--- src/rtl/ascon_block_packer.sv ---
// Byte-stream to 64-bit block packer for the ASCON AEAD core.
// Bytes are packed big-endian; each block is held with its length and last flag until accepted.
module ascon_block_packer #(
   parameter int MSG_CNT_W = 16
) (
   input  logic                 clk,
   input  logic                 RST,
   input  logic [7:0]           data_in,
   input  logic                 data_valid,
   input  logic                 data_last,
   input  logic                 flush,
   output logic                 data_ready,
   output logic [63:0]          blk_data,
   output logic [3:0]           blk_len,
   output logic                 blk_last,
   output logic                 blk_valid,
   input  logic                 blk_ready,
   output logic [MSG_CNT_W-1:0] msg_bytes
);

   typedef enum logic {S_FILL = 1'b0, S_HOLD = 1'b1} state_e;

   state_e               state_q, state_d;
   logic [3:0]           cnt_q, cnt_d;
   logic [63:0]          asm_q, asm_d;
   logic [63:0]          blk_data_q, blk_data_d;
   logic [3:0]           blk_len_q, blk_len_d;
   logic                 blk_last_q, blk_last_d;
   logic [MSG_CNT_W-1:0] msg_q, msg_d;

   logic        in_fill;
   logic        accept;
   logic        flush_only;
   logic        last_eff;
   logic [3:0]  cnt_inc;
   logic        close_blk;
   logic        hs;
   logic [63:0] asm_wr;

   assign in_fill    = (state_q == S_FILL);
   assign accept     = in_fill & data_valid;
   assign flush_only = in_fill & flush & ~data_valid;
   // flush riding on an accepted byte terminates the message just like data_last
   assign last_eff   = data_last | flush;
   assign cnt_inc    = cnt_q + 4'd1;
   assign close_blk  = (accept & ((cnt_inc == 4'd8) | last_eff)) | flush_only;
   assign hs         = (state_q == S_HOLD) & blk_ready;

   always_comb begin
      asm_wr = asm_q;
      for (int i = 0; i < 8; i++) begin
         if (cnt_q[2:0] == 3'(i)) asm_wr[63-8*i -: 8] = data_in;
      end
   end

   // state register
   always_ff @(posedge clk or posedge RST) begin
      if (RST) state_q <= S_FILL;
      else     state_q <= state_d;
   end

   // next-state logic
   always_comb begin
      state_d = state_q;
      case (state_q)
         S_FILL:  if (close_blk) state_d = S_HOLD;
         S_HOLD:  if (blk_ready) state_d = S_FILL;
         default: state_d = S_FILL;
      endcase
   end

   // output logic
   always_comb begin
      data_ready = 1'b0;
      blk_valid  = 1'b0;
      case (state_q)
         S_FILL:  data_ready = 1'b1;
         S_HOLD:  blk_valid  = 1'b1;
         default: data_ready = 1'b0;
      endcase
   end

   // datapath: the held block registers only load on the FILL->HOLD transition
   always_comb begin
      cnt_d      = cnt_q;
      asm_d      = asm_q;
      blk_data_d = blk_data_q;
      blk_len_d  = blk_len_q;
      blk_last_d = blk_last_q;
      msg_d      = msg_q;
      if (hs) begin
         cnt_d = 4'd0;
         asm_d = 64'd0;
         if (blk_last_q) msg_d = '0;
      end else if (accept) begin
         msg_d = msg_q + MSG_CNT_W'(1);
         if (close_blk) begin
            blk_data_d = asm_wr;
            blk_len_d  = cnt_inc;
            blk_last_d = last_eff;
         end else begin
            asm_d = asm_wr;
            cnt_d = cnt_inc;
         end
      end else if (flush_only) begin
         blk_data_d = asm_q;
         blk_len_d  = cnt_q;
         blk_last_d = 1'b1;
      end
   end

   always_ff @(posedge clk or posedge RST) begin
      if (RST) begin
         cnt_q      <= 4'd0;
         asm_q      <= 64'd0;
         blk_data_q <= 64'd0;
         blk_len_q  <= 4'd0;
         blk_last_q <= 1'b0;
         msg_q      <= '0;
      end else begin
         cnt_q      <= cnt_d;
         asm_q      <= asm_d;
         blk_data_q <= blk_data_d;
         blk_len_q  <= blk_len_d;
         blk_last_q <= blk_last_d;
         msg_q      <= msg_d;
      end
   end

   assign blk_data  = blk_data_q;
   assign blk_len   = blk_len_q;
   assign blk_last  = blk_last_q;
   assign msg_bytes = msg_q;

endmodule

--- config.mk ---
export PLATFORM = sky130hd
export DESIGN_NAME = ascon_block_packer
export DESIGN_NICKNAME = d
export VERILOG_FILES = /design/src/rtl/ascon_block_packer.sv
export SDC_FILE = /design/constraint.sdc
export NUM_CORES = 1
export LEC_CHECK = 0
export BUFFER_PORTS_ARGS = -buffer_cell sky130_fd_sc_hd__buf_2
export CAP_MARGIN = 10
export CELL_PAD_IN_SITES_DETAIL_PLACEMENT = 1
export CELL_PAD_IN_SITES_GLOBAL_PLACEMENT = 1
export CORE_MARGIN = 2
export CORE_UTILIZATION = 50
export CTS_CLUSTER_DIAMETER = 40
export DETAILED_ROUTE_END_ITERATION = 6
export PLACE_DENSITY = 0.93
export SYNTH_ARGS = -nofsm -noshare
export SYNTH_HDL_FRONTEND = slang
export SYNTH_SLANG_ARGS = --single-unit
--- constraint.sdc ---
create_clock -name clk -period 10.9 [get_ports clk]
set_input_delay 2.18 -clock clk [delete_from_list [all_inputs] [get_ports clk]]
set_output_delay 2.18 -clock clk [all_outputs]
set_load 0.1 [all_outputs]
==> summary.txt <==
Synthesis
  – Synth top cells by count: dfrtp_1, mux2_2, nand2_1
  – Area share of the largest cell type after synthesis: 52.2%
  – Flop and latch count out of synthesis: 154
  – Asr flop ratio synth: 100%
  – Unique masters post-synth: 42
  – Most frequent cell after synthesis: dfrtp_1
  – Top FF cell, synth: dfrtp_1
  – Sequential-to-total area share from yosys stat: 52.2%
  – Top cell type by total area after synthesis: dfrtp_1
  – Synthesized area: 7380 µm²
  – Post-synth EDFFs: 0
  – Synth Instances: 632
  – Syn avg cell area: 11.7 µm²
  – Synth top area cells: dfrtp_1, mux2_2, nand2_1
  – Syn Nets: 653
  – Yosys warning total: 0

Pwr
  – Leakage Power: 4.40 nW
  – Power Density: 176 nW/µm²
  – Post-route total power: 1.50 mW
  – Worst VDD drop: 0.104 mV

Timing
  – Clk_skew: 10.9 ps
  – Fmax: 239 MHz
  – Slew @ Worst Pin: 1090 ps
  – Fin. Hold Viols: 0
  – Final Max Slew Viols: 0
  – Setup violators final: 0
  – Tcrit/Tclk final: 38.3%
  – Fin crit period: 4180 ps
  – Setup tns final: 0 ps
  – Slew headroom: 27.6%
  – RSZ-0062 raised after global routing: no

Worst setup path
  – Crit-path cells: buf_2, nand2b_1, nor3_1, and3_1, mux2i_1
  – Critical path class: in -> reg
  – Worst setup EP type: flop
  – Worst-path maximum fanout: 14
  – Crit start category: input pin
  – Req. time, crit path: 11,240 ps
  – Crit path buf inv count: 1
  – Worst path top cell family by delay: simple AND/OR/NAND/NOR gates
  – Worst stage delay on the critical path: 820 ps
  – Critical path's slowest cell: nor3_1
  – Critical Path AT: 4520 ps

Clocking
  – Sink Count: 154
  – Worst-path clk slew: 60 ps
  – CTS tree: built
  – Clock Tree Buf Depth: 2
  – H-tree levels: 4
  – Insertion delay to the later sink of the worst-skew pair: 440 ps
  – Root Buffer: clkbuf_16
  – Post-CTS Hold Fix Bufs: 0
  – Cts bufs inserted: 17
  – CTS resizes: 0
  – Setup bufs post-CTS: 0

Detailed routing
  – DR iter-0 viols: 249
  – Via count: 5,273
  – DRT antenna net count: 0
  – Drt total wl: 19,700 µm
  – DRC: 0
  – DR WL/cell: 21.5 µm
  – Drt via density: 5.78
  – Drt first pass iters: 6

Die
  – Row cnt: 44
  – Initial core utilization: 51.0%
  – Core Region: 14,500 µm²
  – Chip width: 125 µm
  – Die area: 15,700 µm²
  – I/O Pins: 101
  – Die height: 125 µm

Global route
  – Initial antenna violation count: 0
  – Total grt overflow: 0
  – Largest net degree at the start of global routing: 87
  – Total track usage: 25.8%
  – Number of global-route vias before repair: 5,798
  – Global-route wire length before repair: 31,700 µm

Final layout
  – P&R area growth vs syn: 16.1%
  – Number of nets in the layout: 737
  – ANT cells: 0
  – Final Non-Filler Cells: 913
  – Share of layout cells above drive strength 1: 36.5%

Hold path
  – Min-delay worst type: reg -> reg

Placed design
  – Port buffer count: 100
  – Dpl cells: 881
  – Dpl hpwl: 12,800 µm
  – Routability Congestion: 0.862

Run
  – Total of max-cap violations: 0

Outcome
  – Status: finished clean
-- stage by stage --
stage / hold WS (ps) / worst slack [ps] / util, % / area [µm²]
floorplan: 490 / 4570 / - / 7380
global placement: 463 / 6640 / 54.7 / 7930
detailed placement: 472 / 6430 / 54.7 / 7930
CTS: 486 / 6780 / 59.1 / 8560
global route: 508 / 6570 / 59.1 / 8560
finish: 480 / 6720 / 59.1 / 8560
-- worst paths after layout --
kind / startpoint / end / slack, ps / depth (start not counted)
worst max-delay path: data_valid / asm_q[35]$_DFFE_PP0P_ / 6720 / 5
worst min-delay path: blk_data[10]$_DFFE_PP0P_ / blk_data[10]$_DFFE_PP0P_ / 480 / 1
worst max register to register: cnt_q[2]$_DFFE_PP0P_ / blk_data[44]$_DFFE_PP0P_ / 7380 / 7
worst min register to register: blk_data[10]$_DFFE_PP0P_ / blk_data[10]$_DFFE_PP0P_ / 480 / 1
max in group asynchronous: RST / blk_data[51]$_DFFE_PP0P_ / 7550 / 3
min in group asynchronous: RST / msg_bytes[11]$_DFFE_PP0P_ / 1820 / 2
-- layout make-up --
class	count	area, µm²
Timing Repair Buffer	104	531
Clock inverter	14	196
Multi-Input combinational cell	419	3230
Fill cell	1527	5920
Tap cell	184	230
Clock buffer	18	439
Inverter	20	80.1
Sequential cell	154	3850
-- cell usage in the layout (no fill, tap or decap), types with 2 or more instances in the layout --
master / netlist / routed
a2111oi_4: 3 / 3
a211o_1: 2 / 2
a211oi_1: 2 / 2
a21oi_1: 13 / 13
a31o_2: 5 / 5
and2_1: 3 / 3
and3_1: 4 / 4
and4_1: 2 / 2
buf_2: 16 / 100
buf_4: 7 / 4
bufinv_16: 0 / 4
clkbuf_16: 0 / 17
clkinv_4: 0 / 2
clkinvlp_4: 0 / 6
dfrtp_1: 154 / 154
ha_1: 7 / 7
inv_1: 20 / 19
inv_6: 0 / 2
mux2_1: 20 / 20
mux2_2: 112 / 112
mux2i_1: 33 / 33
nand2_1: 106 / 105
nand3_1: 20 / 20
nand4_1: 2 / 2
nand4_2: 2 / 2
nor2_1: 11 / 11
nor3_1: 2 / 2
nor3_2: 3 / 3
o21ai_0: 42 / 42
or3_1: 8 / 8
xnor2_1: 2 / 2
xor2_1: 3 / 3
-- state kept, by name (all words and copies together) (netlist names) --
name       count
asm_q         64
blk_last       1
state_q        1
msg_bytes     16
blk_len        4
cnt_q          4
blk_data      64
-- per-layer routing --
layer / vias up / GRT usage [%] / wire (µm)
li1: 2356 / - / -
met1: 2712 / 31.1 / 8100
met2: 150 / 44.4 / 10100
met3: 55 / 4.84 / 797
met4: 0 / 12.6 / 671
met5: - / 0 / 0
-- where the power goes --
group / internal, mW / switching [mW]
Combinational: 0.0465 / 0.210
Clock: 0.389 / 0.248
Sequential: 0.592 / 0.0174
-- cells by family (layout without fill, tap and decap cells) --
family          Yosys count  after routing  share of synthesized area, %
simple gates            169            169                          10.6
mux                     166            166                          24.8
flops                   154            154                          52.2
compound gates           72             72                          6.58
buf+inv                  59            156                          3.99
fa+ha+maj                 7              7                          1.19
xor+xnor                  5              5                         0.594
Power figures use the tool's default switching activity.
